===== src/rtl/l1_dcache_req_arb.sv =====
// l1_dcache_req_arb: round-robin arbiter merging NUM_CH requester channels
// into one L1 D-cache request port, with response routing back by channel.
//
// Ports:
//   clk, rst                  clock, asynchronous active-high reset
//   req_valid/ready/we        per-channel handshake and write enable
//   req_addr/wdata/tag        packed per-channel request fields
//   mem_req_*                 registered downstream request (one entry)
//   mem_rsp_valid/data/tag    downstream response, tag = {channel, req tag}
//   rsp_valid/data/tag        per-channel response valid, shared data/tag
//
// Optional feature: define L1DS_ARB_OUTSTANDING_LIMIT_EN to add a 4-bit
// outstanding-request counter per channel; a channel at MAX_OUTS is not granted.
module l1_dcache_req_arb #(
    parameter int NUM_CH   = 3,
    parameter int ADDR_W   = 32,
    parameter int DATA_W   = 64,
    parameter int TAG_W    = 4,
    parameter int MAX_OUTS = 4
) (
    input  logic                                        clk,
    input  logic                                        rst,
    input  logic [NUM_CH-1:0]                           req_valid,
    output logic [NUM_CH-1:0]                           req_ready,
    input  logic [NUM_CH-1:0]                           req_we,
    input  logic [NUM_CH*ADDR_W-1:0]                    req_addr,
    input  logic [NUM_CH*DATA_W-1:0]                    req_wdata,
    input  logic [NUM_CH*TAG_W-1:0]                     req_tag,
    output logic                                        mem_req_valid,
    input  logic                                        mem_req_ready,
    output logic                                        mem_req_we,
    output logic [ADDR_W-1:0]                           mem_req_addr,
    output logic [DATA_W-1:0]                           mem_req_wdata,
    output logic [((NUM_CH > 2) ? $clog2(NUM_CH) : 1)+TAG_W-1:0] mem_req_tag,
    input  logic                                        mem_rsp_valid,
    input  logic [DATA_W-1:0]                           mem_rsp_data,
    input  logic [((NUM_CH > 2) ? $clog2(NUM_CH) : 1)+TAG_W-1:0] mem_rsp_tag,
    output logic [NUM_CH-1:0]                           rsp_valid,
    output logic [DATA_W-1:0]                           rsp_data,
    output logic [TAG_W-1:0]                            rsp_tag
);

    localparam int CH_W = ($clog2(NUM_CH) < 1) ? 1 : $clog2(NUM_CH);
    localparam int MT_W = CH_W + TAG_W;

    logic              r_full;
    logic              r_we;
    logic [ADDR_W-1:0] r_addr;
    logic [DATA_W-1:0] r_wdata;
    logic [MT_W-1:0]   r_tag;
    logic [CH_W-1:0]   r_last;
    logic [NUM_CH-1:0] r_rsp_valid;
    logic [DATA_W-1:0] r_rsp_data;
    logic [TAG_W-1:0]  r_rsp_tag;

    logic [NUM_CH-1:0] w_elig;
    logic              w_free;
    logic              w_gnt_any;
    logic              w_take;
    logic [CH_W-1:0]   w_gnt_id;
    logic [NUM_CH-1:0] w_gnt;
    int                w_best;
    int                w_dist;
    logic              w_sel_we;
    logic [ADDR_W-1:0] w_sel_addr;
    logic [DATA_W-1:0] w_sel_wdata;
    logic [TAG_W-1:0]  w_sel_tag;
    logic [CH_W-1:0]   w_rsp_ch;
    logic              w_rsp_ok;
    logic [NUM_CH-1:0] w_rsp_hit;

    // Entry can take a new request if empty or being drained this cycle.
    assign w_free = !r_full || mem_req_ready;

    // Pick the eligible channel with the smallest rotational distance
    // from the channel after the last grant.
    always_comb begin
        w_gnt_any = 1'b0;
        w_gnt_id  = '0;
        w_best    = NUM_CH;
        w_dist    = 0;
        for (int i = 0; i < NUM_CH; i++) begin
            w_dist = (i + NUM_CH - 1 - int'(r_last)) % NUM_CH;
            if (w_elig[i] && (w_dist < w_best)) begin
                w_best    = w_dist;
                w_gnt_id  = CH_W'(i);
                w_gnt_any = 1'b1;
            end
        end
    end

    assign w_take    = w_gnt_any && w_free && !rst;
    assign w_gnt     = w_take ? (NUM_CH'(1) << w_gnt_id) : '0;
    assign req_ready = w_gnt;

    always_comb begin
        w_sel_we    = 1'b0;
        w_sel_addr  = '0;
        w_sel_wdata = '0;
        w_sel_tag   = '0;
        for (int i = 0; i < NUM_CH; i++) begin
            if (w_gnt_id == CH_W'(i)) begin
                w_sel_we    = req_we[i];
                w_sel_addr  = req_addr[i*ADDR_W +: ADDR_W];
                w_sel_wdata = req_wdata[i*DATA_W +: DATA_W];
                w_sel_tag   = req_tag[i*TAG_W +: TAG_W];
            end
        end
    end

    always_ff @(posedge clk or posedge rst) begin
        if (rst) begin
            r_full  <= 1'b0;
            r_we    <= 1'b0;
            r_addr  <= '0;
            r_wdata <= '0;
            r_tag   <= '0;
            r_last  <= CH_W'(NUM_CH - 1);
        end else if (w_take) begin
            r_full  <= 1'b1;
            r_we    <= w_sel_we;
            r_addr  <= w_sel_addr;
            r_wdata <= w_sel_wdata;
            r_tag   <= {w_gnt_id, w_sel_tag};
            r_last  <= w_gnt_id;
        end else if (mem_req_ready) begin
            r_full  <= 1'b0;
        end
    end

    assign mem_req_valid = r_full;
    assign mem_req_we    = r_we;
    assign mem_req_addr  = r_addr;
    assign mem_req_wdata = r_wdata;
    assign mem_req_tag   = r_tag;

    // Responses for nonexistent channels are dropped entirely.
    assign w_rsp_ch  = mem_rsp_tag[MT_W-1:TAG_W];
    assign w_rsp_ok  = mem_rsp_valid && (int'(w_rsp_ch) < NUM_CH);
    assign w_rsp_hit = w_rsp_ok ? (NUM_CH'(1) << w_rsp_ch) : '0;

    always_ff @(posedge clk or posedge rst) begin
        if (rst) begin
            r_rsp_valid <= '0;
            r_rsp_data  <= '0;
            r_rsp_tag   <= '0;
        end else begin
            r_rsp_valid <= w_rsp_hit;
            if (w_rsp_ok) begin
                r_rsp_data <= mem_rsp_data;
                r_rsp_tag  <= mem_rsp_tag[TAG_W-1:0];
            end
        end
    end

    assign rsp_valid = r_rsp_valid;
    assign rsp_data  = r_rsp_data;
    assign rsp_tag   = r_rsp_tag;

`ifdef L1DS_ARB_OUTSTANDING_LIMIT_EN
    logic [3:0] r_cnt [NUM_CH];

    // Grant and response together leave the count unchanged; responses
    // for requests issued before a reset saturate at zero.
    always_ff @(posedge clk or posedge rst) begin
        if (rst) begin
            for (int i = 0; i < NUM_CH; i++) r_cnt[i] <= '0;
        end else begin
            for (int i = 0; i < NUM_CH; i++) begin
                if (w_gnt[i] && !w_rsp_hit[i])
                    r_cnt[i] <= r_cnt[i] + 4'd1;
                else if (!w_gnt[i] && w_rsp_hit[i] && (r_cnt[i] != 4'd0))
                    r_cnt[i] <= r_cnt[i] - 4'd1;
            end
        end
    end

    always_comb begin
        w_elig = '0;
        for (int i = 0; i < NUM_CH; i++)
            w_elig[i] = req_valid[i] && (r_cnt[i] != 4'(MAX_OUTS));
    end
`else
    assign w_elig = req_valid;
`endif

endmodule


===== config.mk =====
export PLATFORM = sky130hd
export DESIGN_NAME = l1_dcache_req_arb
export DESIGN_NICKNAME = d
export VERILOG_FILES = /design/src/rtl/l1_dcache_req_arb.sv
export SDC_FILE = /design/constraint.sdc
export NUM_CORES = 1
export LEC_CHECK = 0
export CORE_AREA = 5 5 213 215
export DETAILED_ROUTE_END_ITERATION = 16
export DIE_AREA = 0 0 218 220
export GPL_ROUTABILITY_DRIVEN = 0
export GPL_TIMING_DRIVEN = 0
export HOLD_SLACK_MARGIN = 0.12
export SYNTH_ARGS = -nofsm -noshare
export SYNTH_HDL_FRONTEND = slang
export SYNTH_SLANG_ARGS = --single-unit

===== constraint.sdc =====
create_clock -name clk -period 21 [get_ports clk]
set_input_delay 3.15 -clock clk [delete_from_list [all_inputs] [get_ports clk]]
set_output_delay 3.15 -clock clk [all_outputs]
set_load 0.05 [all_outputs]

; ---- Word-level counts from Yosys, hierarchy flattened
; Cells that the tools add are included.
[word_totals]
in_bits = 380
reg_bits = 177
wordCells = 57
[classes]
n_addsub = 3
order_cmp = 4
shifts = 2
n_div = 3
reduce_logical = 11
mux = 23
eq_ne = 2
[ops]
columns = op, count
row1 = 64-bit 2-to-1 mux, 3
row2 = 32-bit 2-to-1 mux, 5
row3 = "32-bit by 3-bit modulo with 32-bit output, second input constant", 3
row4 = 32-bit less-than comparator, 2
row5 = "32-bit by 3-bit less-than comparator with 1-bit output, second input constant", 1
row6 = 4-bit 2-to-1 mux, 3
row7 = 1-bit 2-to-1 mux, 9
row8 = 1-bit logical AND, 6
row9 = 3-bit 2-to-1 mux, 2
row10 = "1-bit by 2-bit << shifter with 3-bit output, first input constant", 2
row11 = "2-bit by 2-bit subtractor with 3-bit output, first input constant", 2
row12 = "3-bit by 2-bit subtractor with 4-bit output, first input constant", 1
row13 = "2-bit by 1-bit equality test with 1-bit output, second input constant", 1
row14 = "2-bit equality test, second input constant", 1
row15 = 1-bit logical NOT, 2
row16 = 2-bit logical NOT, 1
row17 = "2-bit less-than comparator, second input constant", 1
row18 = 2-bit 2-to-1 mux, 1
row19 = 2-bit nonzero test, 1
row20 = 1-bit logical OR, 1

; ---- Depth between registers and ports, before layout
; Gate-level depths: netlist of the first run.
[depth]
word_depth = 15
ltp_mapped = 43
ltp_nobuf = 33

; ---- Worst setup path after synthesis of the first run
; OpenSTA, ideal clock, no wires.
[synth_timing]
path_kind = flip-flop to output port
from = reg mem_req_tag[4] (netlist name)
to = out req_ready[1]
path_buffers = 8
slack_ns = 9.154
t_arrival_ns = 8.696
stages_incl_launch_ff = 41
required_time_ns = 17.850
path_cell_list = dfrtp_1 -> inv_1 -> ha_1 -> buf_2 -> clkbuf_1 -> nand2_1 -> inv_1 -> clkbuf_1 -> ha_1 -> and4b_4 -> a2111oi_2 -> a2111oi_2 -> a21boi_4 -> nand3_2 -> a21o_1 -> a21boi_1 -> and4_4 -> or2_1 -> (+5 left out) -> a31oi_1 -> o22a_1 -> buf_4 -> buf_4 -> o21ai_0 -> ha_1 -> a221oi_1 -> and4_1 -> o311a_1 -> inv_1 -> nand3_1 -> nor2_1 -> or3_1 -> clkbuf_1 -> or2_1 -> buf_2 -> clkbuf_1 -> nor2_1
[synth_rtl]
columns = item, line_no
row1 = to (decl), 24  ; output logic [NUM_CH-1:0] req_ready,

==> results of run 1 <==
## synthesized netlist by cell type (6+ instances only)
cell type / instances / area share [%]
dfrtp_1: 175 / 44
nand2_1: 136 / 5.1
inv_1: 115 / 4.3
mux2i_1: 102 / 10
o221ai_1: 99 / 8.7
mux2_2: 68 / 7.7
clkbuf_1: 33 / 1.2
nor2_1: 27 / 1.0
buf_2: 19 / 0.96
ha_1: 18 / 2.3
nor3_1: 13 / 0.66
nand3_1: 10 / 0.50
buf_4: 9 / 0.68
o21ai_0: 9 / 0.45
o21ai_1: 9 / 0.45
a21oi_1: 8 / 0.40
and2_1: 8 / 0.50
a21o_1: 6 / 0.45
## per-layer routing
metal,global-route usage [%],vias up,part of all wire (%)
met3,8.00,57,8.8
met5,0,-,0.13
met1,20.3,4805,36
met4,6.15,10,2.5
met2,33.6,374,52
li1,-,4634,-
## worst min-delay path by stage
stage | endpoint | slack (ns) | cells after the start
after global routing | mem_req_addr[17] | 0.51 | 2
final | mem_req_wdata[29] | 0.49 | 2
after floorplan | r_last[1] | 0.47 | 2
after CTS | mem_req_wdata[4] | 0.49 | 2
after detailed placement | mem_req_addr[8] | 0.47 | 2
after global placement | mem_req_tag[5] | 0.46 | 2
## flip-flops by register name (all words and copies together), names as in the netlist
name / flops
rsp_tag: 4
mem_req_we: 1
mem_req_wdata: 64
r_last: 1
mem_req_tag: 6
mem_req_valid: 1
rsp_data: 64
rsp_valid: 3
mem_req_addr: 32
## layout make-up
| class | instances | area (µm²) | share of cell area (%) |
|---|---|---|---|
| antenna | 2 | 5.00 | 0.0296 |
| buffer | 67 | 398 | 2.36 |
| clock buffer | 19 | 433 | 2.56 |
| clock inverter | 13 | 171 | 1.02 |
| inverter | 115 | 439 | 2.60 |
| multi-input combinational | 613 | 4690 | 27.8 |
| sequential | 176 | 4410 | 26.1 |
| tap | 592 | 741 | 4.39 |
| timing repair buffer | 558 | 5600 | 33.2 |
## kinds of logic (layout without fill, tap and decap cells)
logic type / after synthesis / after routing
other cells: 0 / 2
simple gates: 237 / 237
compound gates: 187 / 187
fa+ha+maj: 18 / 18
flops: 176 / 176
buf+inv: 182 / 772
xor+xnor: 1 / 1
mux: 170 / 170
## power by group
part	switching, µW	internal (µW)
registers	67.1	462
clock network	164	180
logic	981	590
## critical path: cells and delay by family (launching register included)
kind                       cells  cell delay, ns
AOI/OAI and AO/OA             14            3.46
adders and majority gates      3            0.67
buffers and inverters         15            4.03
DFF                            1            0.51
and+or+nand+nor               11            2.30
## metrics by stage
stage / hold slack (ns) / setup slack (ns)
2_1_floorplan: 0.474 / 9.15
3_3_place_gp: 0.458 / 7.11
3_5_place_dp: 0.474 / 6.98
4_1_cts: 0.491 / 6.39
5_1_grt: 0.507 / 5.44
6_report: 0.491 / 6.35
==> results.sh, run 1 <==
export IMPL_worstReg2RegEnd="mem_req_addr[12]"
export IMPL_layout_common_cells="clkdlybuf4s50_1, dfrtp_1, nand2_1, inv_1, mux2i_1"
export IMPL_grt_pass1_wl_um=66700
export IMPL_worstPathMaxFanout=10
export IMPL_pin_count=558
export IMPL_nets=1946
export IMPL_grt_start_max_net_pins=92
export IMPL_r2r_start="mem_req_tag[4]"
export IMPL_final_common_cell="clkdlybuf4s50_1"
export IMPL_crit_arrival_ns=11.50
export IMPL_required_ns=17.85
export IMPL_cts_sinks=176
export IMPL_ys_ff_latch=176
export IMPL_slew_violations=0
export IMPL_post_cts_buffers=0
export IMPL_synth_area_mm2=0.00992
export IMPL_setup_tns_ns=0
export IMPL_ff2ff_path_depth=42
export IMPL_antenna_found_initial=5
export IMPL_power_leakage_uw=0.00738
export IMPL_drt_initial_drc_count=443
export IMPL_synthArstFlopShare_pct=100
export IMPL_vias=9880
export IMPL_seq_area_frac_synth_pct=44.4
export IMPL_critPathCapture="req_ready[2]"
export IMPL_grt_pass1_vias=10300
export IMPL_cts_resized=0
export IMPL_worst_slew_pin_slew_ns=1.09
export IMPL_powerDensity_mw_per_mm2=145
export IMPL_core_region_area_mm2=0.0435
export IMPL_final_core_util_pct=38.8
export IMPL_synth_mux_area_share_pct=18.0
export IMPL_clock_latency_ns=0.48
export IMPL_synth_fa_ha_area_share_pct=2.27
export IMPL_numPortBuffers=557
export IMPL_avgRoutedWirePerCell_um=21.9
export IMPL_die_w_um=218
export IMPL_startpoint_type="flip-flop"
export IMPL_synth_compound_area_share_pct=15.8
export IMPL_rsz0062_at_grt="false"
export IMPL_final_area_mm2=0.0169
export IMPL_cts_root_buf="clkbuf_16"
export IMPL_cts_buffers=17
export IMPL_vdd_ir_drop_worst_v=0.0000706
export IMPL_drive_above_1_share_pct=9.87
export IMPL_yosysUniqueCellTypes=71
export IMPL_status="finished clean"
export IMPL_path_class="flip-flop to output port"
export IMPL_remaining_drc_errors=0
export IMPL_regToRegSetupSlack_ns=10.33
export IMPL_postPlaceCellArea_mm2=0.0163
export IMPL_cpPeakStageDelay_ns=0.79
export IMPL_wirelength_um=47100
export IMPL_drv_cap=0
export IMPL_setup_viol=0
export IMPL_firstDrtPassIters=5
export IMPL_hold_buffers=0
export IMPL_ys_flop_type="dfrtp_1"
export IMPL_crit_start="mem_req_tag[4]"
export IMPL_clockBufferDepth=2
export IMPL_die_h_um=220
export IMPL_synth_edf_count=0
export IMPL_synth_top_family_by_area="multiplexers"
export IMPL_hp_class="flip-flop to flip-flop"
export IMPL_hold_violations=0
export IMPL_final_cells=2155
export IMPL_cts_tree="done"
export IMPL_start_util_pct=22.8
export IMPL_power_total_uw=2440
export IMPL_relSlewSlack_pct=27.5
export IMPL_syn2layout_area_growth_pct=70.1
export IMPL_yosys_area_share_simple_pct=11.0
export IMPL_syn_instance_count=971
export IMPL_postSynthAreaPerCell_um2=10.2
export IMPL_syn_nets=1369
export IMPL_clk_pin_slew_worst_paths_ns=0.08
export IMPL_cts_htree_levels=4
export IMPL_dp_hpwl_um=37900
export IMPL_viasPerCell=4.58
export IMPL_grtUsageTotal_pct=18.9
export IMPL_period_minus_slack_ns=14.65
export IMPL_fin_crit_sh_pct=69.7
export IMPL_finClkSkew_ns=0.00837
export IMPL_end_kind="output port"
export IMPL_fmax_mhz=68.3
export IMPL_yosys_warnings=0
export IMPL_overflow=0
export IMPL_place_inst=2121
export IMPL_drtAntennaViolNets=0
export IMPL_die_area_mm2=0.0480
export IMPL_synth_xor_area_share_pct=0.0883
export IMPL_worstHoldStart="mem_req_wdata[29]"
export IMPL_cp_slowest_cell="clkdlybuf4s50_1"
export IMPL_row_count=77
export IMPL_fillCellCount=4414
(Power assumes the default switching activity.)
==> inputs of run 2 (changes only) <==
- CORE_AREA: 5 5 213 215 -> 5 5 215 217
- DIE_AREA: 0 0 218 220 -> 0 0 220 222
- clock period: 21 -> 13.7 ns (I/O delays scaled with it)
==> run 2 against run 1 <==
  * Clock skew is 0.0025 ns higher
  * Non-clock buffer count unchanged
  * Power grew 53%
  * Combinational power up 55%
  * Design area about the same
  * Via count rose by 0.46%
  * Die area grew 1.8%
  * Sequential power rose by 53%
  * Core utilization is 0.37 points lower
  * Critical path type unchanged
  * Critical endpoint is now req_ready[0]
  * Largest cell class unchanged
==> results.sh, run 2 (synthesis results as in run 1) <==
export IMPL_die_h_um=222
export IMPL_numPortBuffers=557
export IMPL_grt_pass1_vias=10600
export IMPL_final_area_mm2=0.0169
export IMPL_end_kind="output port"
export IMPL_setup_viol=0
export IMPL_drv_cap=0
export IMPL_drtAntennaViolNets=0
export IMPL_row_count=77
export IMPL_dp_hpwl_um=37100
export IMPL_clockBufferDepth=2
export IMPL_drive_above_1_share_pct=10.1
export IMPL_final_cells=2154
export IMPL_vdd_ir_drop_worst_v=0.000101
export IMPL_cts_buffers=17
export IMPL_viasPerCell=4.61
export IMPL_syn2layout_area_growth_pct=70.0
export IMPL_worstPathMaxFanout=10
export IMPL_vias=9925
export IMPL_grtUsageTotal_pct=18.4
export IMPL_cts_root_buf="clkbuf_16"
export IMPL_clk_pin_slew_worst_paths_ns=0.08
export IMPL_die_area_mm2=0.0488
export IMPL_required_ns=11.64
export IMPL_hold_violations=0
export IMPL_drt_initial_drc_count=461
export IMPL_final_common_cell="clkdlybuf4s50_1"
export IMPL_grt_pass1_wl_um=66900
export IMPL_nets=1946
export IMPL_post_cts_buffers=0
export IMPL_power_leakage_uw=0.00743
export IMPL_postPlaceCellArea_mm2=0.0163
export IMPL_period_minus_slack_ns=12.95
export IMPL_core_region_area_mm2=0.0439
export IMPL_cts_sinks=176
export IMPL_fillCellCount=4461
export IMPL_cts_htree_levels=4
export IMPL_crit_arrival_ns=10.89
export IMPL_cp_slowest_cell="clkdlybuf4s50_1"
export IMPL_finClkSkew_ns=0.0108
export IMPL_wirelength_um=46200
export IMPL_fmax_mhz=77.2
export IMPL_cts_tree="done"
export IMPL_clock_latency_ns=0.48
export IMPL_multiInputGateArea_mm2=0.00469
export IMPL_die_w_um=220
export IMPL_remaining_drc_errors=0
export IMPL_place_inst=2121
export IMPL_status="finished clean"
export IMPL_pin_count=558
export IMPL_slew_violations=0
export IMPL_regToRegSetupSlack_ns=3.11
export IMPL_relSlewSlack_pct=11.1
export IMPL_path_class="flip-flop to output port"
export IMPL_powerDensity_mw_per_mm2=222
export IMPL_worst_slew_pin_slew_ns=1.33
export IMPL_cpPeakStageDelay_ns=0.82
export IMPL_overflow=0
export IMPL_grt_start_max_net_pins=91
export IMPL_seqCellArea_mm2=0.00441
export IMPL_startpoint_type="flip-flop"
export IMPL_fin_crit_sh_pct=94.5
export IMPL_antenna_found_initial=7
export IMPL_layout_common_cells="clkdlybuf4s50_1, dfrtp_1, nand2_1, inv_1, mux2i_1"
export IMPL_firstDrtPassIters=5
export IMPL_avgRoutedWirePerCell_um=21.4
export IMPL_hp_class="flip-flop to flip-flop"
export IMPL_start_util_pct=22.6
run 2: cell types whose count changed in the layout (fill, tap and decap cells not counted), moves of 2 or more:
cell and change:
clkbuf_1 -3, clkbuf_2 +2, clkdlybuf4s50_1 -2, clkinv_8 -2, clkinvlp_4 -2, dlymetal6s2s_1 +2
inv_8 +3
run 2: repair_timing:
item,CTS,global route
hold buffers,0,0
endpoints found under the setup margin,0,3
resized for setup,0,6
run 2: critical path: cells and delay by family (launching register included):
kind                     cells  cell delay (ns)
AO/OA/AOI/OAI               15             3.63
adder cells (fa/ha/maj)      3             0.71
buffers and inverters       12             3.11
flip-flops                   1             0.50
AND/OR/NAND/NOR             11             2.45
run 2: per-layer routing:
metal	wire (µm)	track usage [%]	vias to the layer above
li1	-	-	4650
met1	16700	19.8	4834
met2	24100	32.9	373
met3	4000	6.99	60
met4	1400	6.58	8
met5	49	0	-
run 2: final timing paths:
| check | depth (start not counted) | startpoint | to |
|---|---|---|---|
| setup reg to reg | 41 | mem_req_tag[4] | mem_req_addr[11] |
| hold reg to reg | 2 | mem_req_tag[5] | mem_req_tag[5] |
| max in group asynchronous | 3 | rst | mem_req_wdata[38] |
| min in group asynchronous | 2 | rst | mem_req_tag[4] |
| setup / recovery | 41 | mem_req_tag[4] | req_ready[0] |
| hold / removal | 2 | mem_req_tag[5] | mem_req_tag[5] |
run 2: final cells by class:
class                   instances  share of cell area, %
inverters                     115                   2.60
well taps                     592                   4.39
plain buffers                  67                   2.37
multi-input cells             613                   27.8
clock inverters                13                  0.838
diodes                          1                 0.0148
repair buffers                558                   33.2
clock buffers                  19                   2.63
flip-flops and latches        176                   26.1
run 2: stage by stage:
stage | hold slack (ns) | power (µW) | utilization (%) | setup WS (ns) | setup TNS [ns]
4_1_cts | 0.485 | 3800 | 38.4 | 0.0395 | 0
3_5_place_dp | 0.465 | 3280 | 37.0 | 0.619 | 0
6_report | 0.485 | 3750 | 38.4 | 0.750 | 0
3_3_place_gp | 0.460 | 3240 | 37.0 | 0.833 | 0
2_1_floorplan | 0.474 | 2380 | - | 2.95 | 0
5_1_grt | 0.507 | 3960 | 38.4 | -0.00402 | -0.00402
run 2: power breakdown:
group	internal, µW	switching, µW	total [µW]
Sequential	708	101	810
Combinational	904	1520	2430
Clock	263	247	510
Total	1870	1870	3750
==> inputs of run 3 (changes only) <==
- CORE_AREA: 5 5 215 217 -> 5 5 212 214
- DIE_AREA: 0 0 220 222 -> 0 0 217 219
- GPL_ROUTABILITY_DRIVEN: 0 -> not set
==> run 3 against run 2 <==
  * First-iteration DRC count grew 16%
  * Largest power group unchanged
  * Non-clock buffer count did not move
  * Critical path type unchanged
  * Via count shrank 0.28%
  * Power about the same
  * Design area is 0.28% lower
  * Flip-flop and latch count unchanged
  * Clock skew up 0.0050 ns
  * Fmax is 1.7% higher
  * Worst setup slack gained 0.21 ns
  * Cell count shrank 1.9%
  * Die area decreased by 2.7%
==> results.sh, run 3 (synthesis results as in run 1) <==
export IMPL_cts_root_buf="clkbuf_16"
export IMPL_numPortBuffers=557
export IMPL_dp_hpwl_um=37000
export IMPL_nets=1946
export IMPL_powerDensity_mw_per_mm2=223
export IMPL_post_cts_buffers=0
export IMPL_critPathCapture="req_ready[1]"
export IMPL_grtUsageTotal_pct=18.9
export IMPL_firstDrtPassIters=4
export IMPL_switching_share_pct=50.4
export IMPL_cts_tree="done"
export IMPL_grt_start_max_net_pins=93
export IMPL_cpPeakStageDelay_ns=0.52
export IMPL_dp_slack_ns=0.754
export IMPL_crit_start="mem_req_tag[4]"
export IMPL_final_core_util_pct=39.4
export IMPL_drv_cap=0
export IMPL_overflow=0
export IMPL_relSlewSlack_pct=23.9
export IMPL_layout_common_cells="clkdlybuf4s50_1, dfrtp_1, nand2_1, inv_1, mux2i_1"
export IMPL_p_int_uw=1860
export IMPL_cp_slowest_cell="dfrtp_1"
export IMPL_pin_count=558
export IMPL_use_met2_pct=32.6
export IMPL_crit_arrival_ns=10.68
export IMPL_worst_slew_pin_slew_ns=1.14
export IMPL_required_ns=11.64
export IMPL_wirelength_um=46400
export IMPL_routabilityCongestion=0.842
export IMPL_core_region_area_mm2=0.0427
export IMPL_grt_use_met3_pct=7.48
export IMPL_period_minus_slack_ns=12.74
export IMPL_pwr_share_seq_pct=21.7
export IMPL_met1_usage_pct=20.9
export IMPL_hold_buffers=0
export IMPL_drive_above_1_share_pct=10.1
export IMPL_grt_pass1_vias=10400
export IMPL_worstPathMaxFanout=10
export IMPL_grt_pass1_wl_um=67000
export IMPL_status="finished clean"
export IMPL_vias=9897
export IMPL_pwr_share_comb_pct=64.8
export IMPL_busiest_layer="met2"
export IMPL_startpoint_type="flip-flop"
export IMPL_fin_crit_sh_pct=93.0
export IMPL_worstReg2RegEnd="mem_req_addr[18]"
export IMPL_cts_resized=0
export IMPL_row_count=76
export IMPL_clock_latency_ns=0.49
export IMPL_setup_ws_ns=0.964
export IMPL_die_area_mm2=0.0475
export IMPL_start_util_pct=23.2
export IMPL_clk_pin_slew_worst_paths_ns=0.07
export IMPL_die_w_um=217
export IMPL_ff2ff_path_depth=41
export IMPL_final_common_cell="clkdlybuf4s50_1"
export IMPL_vdd_ir_drop_worst_v=0.000104
export IMPL_antenna_found_initial=6
export IMPL_r2r_start="mem_req_tag[4]"
export IMPL_cts_buffers=17
export IMPL_finClkSkew_ns=0.0158
export IMPL_hold_violations=0
export IMPL_cts_sinks=176
export IMPL_clockBufferDepth=2
export IMPL_fmax_mhz=78.5
export IMPL_end_kind="output port"
export IMPL_die_h_um=219
export IMPL_setup_tns_ns=0
export IMPL_hp_class="flip-flop to flip-flop"
export IMPL_viasPerCell=4.68
export IMPL_drtAntennaViolNets=0
export IMPL_power_leakage_uw=0.00741
export IMPL_cts_htree_levels=4
export IMPL_path_class="flip-flop to output port"
export IMPL_remaining_drc_errors=0
export IMPL_avgRoutedWirePerCell_um=22.0
export IMPL_regToRegSetupSlack_ns=3.28
export IMPL_setup_viol=0
export IMPL_power_clock_fraction_pct=13.6
export IMPL_slew_violations=0
export IMPL_rsz0062_at_grt="false"
export IMPL_power_switching_uw=1890
export IMPL_syn2layout_area_growth_pct=69.5
export IMPL_drt_initial_drc_count=534
## run 3: metrics by stage
step                      cell area (µm²)  total power [µW]  std cells  hold slack (ns)
final                               16800              3750       2113            0.490
after global routing                16800              3960       2107            0.512
after CTS                           16800              3810       2107            0.493
after detailed placement            16200              3280       2075            0.471
after global placement              16200              3250       2074            0.461
after floorplan                      9920              2380        971            0.474
## run 3: area by class of cell
cell class / instances / area (µm²)
Inverter: 115 / 439
Sequential cell: 176 / 4410
Buffer: 67 / 399
Timing Repair Buffer: 558 / 5600
Clock inverter: 13 / 139
Fill cell: 4250 / 25900
Clock buffer: 19 / 443
Multi-Input combinational cell: 613 / 4690
Tap cell: 546 / 683
Antenna cell: 6 / 15.0
## run 3: metal layers
layer  wire length (µm)  vias up
li1                   -     4639
met1              17300     4789
met2              23400      398
met3               4120       65
met4               1560        6
met5                 31        -
## run 3: critical path: cells and delay by family, from the launching register on
family / cells / cell delay, ns
AOI/OAI and AO/OA: 15 / 3.65
adders and majority gates: 3 / 0.72
buffers and inverters: 12 / 2.95
DFF: 1 / 0.52
and+or+nand+nor: 11 / 2.32
## run 3: worst min-delay path by stage
stage	slack, ns	cells past startpoint	to	start
5_1_grt	0.51	2	mem_req_wdata[7]	mem_req_wdata[7]
3_5_place_dp	0.47	2	mem_req_wdata[34]	mem_req_wdata[34]
2_1_floorplan	0.47	2	r_last[1]	r_last[1]
6_report	0.49	2	mem_req_addr[30]	mem_req_addr[30]
3_3_place_gp	0.46	2	mem_req_tag[5]	mem_req_tag[5]
4_1_cts	0.49	2	mem_req_wdata[21]	mem_req_wdata[21]
## run 3: power by group through the flow
stage / Sequential, µW / Combinational [µW] / Clock, µW
after floorplan: 1410 / 971 / 0
after global placement: 813 / 2430 / 0
after detailed placement: 817 / 2460 / 0
after CTS: 812 / 2470 / 526
after global routing: 834 / 2580 / 548
final: 813 / 2430 / 509
==> patch: new RTL, flow settings as in run 3 <==
Set the parameter `DATA_W` to 32 (it was 64).
--- a/src/rtl/l1_dcache_req_arb.sv
+++ b/src/rtl/l1_dcache_req_arb.sv
@@ -14,7 +14,7 @@
 module l1_dcache_req_arb #(
     parameter int NUM_CH   = 3,
     parameter int ADDR_W   = 32,
-    parameter int DATA_W   = 64,
+    parameter int DATA_W   = 32,
     parameter int TAG_W    = 4,
     parameter int MAX_OUTS = 4
 ) (
Interface: changed (resized mem_req_wdata, mem_rsp_data, req_wdata and rsp_data); port bits go from 558 to 366. No check against the original RTL was run, so the function may have changed too.
==> patch against run 3 <==
Global-route usage down 5.7 points; sequential cell count down 64; utilization down 12 points; first-iteration DRC count down 48%; wire length down 31%; area after synthesis down 30%; setup slack better by 200 ps; design area down 31%; non-clock buffer count down 208; power down 34%; maximum frequency up 1.6%; highest routed layer is now met4.
==> patch: results (changes against run 3) <==
complex-gate fraction of the synthesized area 0.189 (+0.0311); Reg2Reg Depth 36 (-12%); worst reg-to-reg setup slack 3930 ps (+650 ps); Layout clock area frac 0.0267 (-0.00789); Post-Layout Cell Count 1658 (-22%); initial antenna violation count 1 (-5); Repair and plain buffers 417 (-33%); Least-Margin Pin Slew 770 ps (-372 ps); Seq/Total Area, Yosys 0.402 (-0.0419); status finished, final reports clean; GPL Wtd Cong 0.820 (-2.6%); synth unique cells 73 (+2.8%); fin area 11700 um^2 (-31%); gr usage total 0.132 (-0.0575); ant diodes 2 (-4); met1 usage 0.146 (-0.0632); Routed WL 32.1 mm (-31%); CP max stage delay 900 ps (+380 ps); first-pass GRT wire length 47.6 mm (-29%); Clock Latency Late Sink 380 ps (-110 ps); Post-Synth Adder-Cell Area 0.0323 (+0.00960); DRC marker count from the first detailed-route iteration 279 (-48%); dpl ws 1540 ps (+786 ps); Max stage delay cell, worst path clkdlybuf4s50_1; total CTS buffers 9 (-8); Port Buf Inserts 364 (-35%); Cells on Worst Hold Path 1 (-1)
patch: cell count changes after synthesis, sizes merged, moves of 6 or more:
| cell | change |
|---|---|
| o221ai | -32 |
| nor2 | -12 |
| mux2 | -32 |
| dfrtp | -64 |
| nand2 | -31 |
| buf | -10 |
| a21oi | +6 |
| mux2i | -29 |
| clkbuf | -6 |
| inv | -31 |
patch: power groups by stage:
stage / combinational, mW / clock (mW) / sequential (mW)
after detailed placement: 1.69 / 0 / 0.536
after CTS: 1.69 / 0.307 / 0.531
final: 1.66 / 0.293 / 0.530
after floorplan: 0.684 / 0 / 0.926
after global placement: 1.67 / 0 / 0.530
after global routing: 1.79 / 0.316 / 0.545
patch: metal layers:
| metal | share of wire | vias up |
|---|---|---|
| li1 | - | 3384 |
| met1 | 0.38 | 3422 |
| met2 | 0.51 | 290 |
| met3 | 0.082 | 39 |
| met4 | 0.031 | 0 |
| met5 | 0 | - |
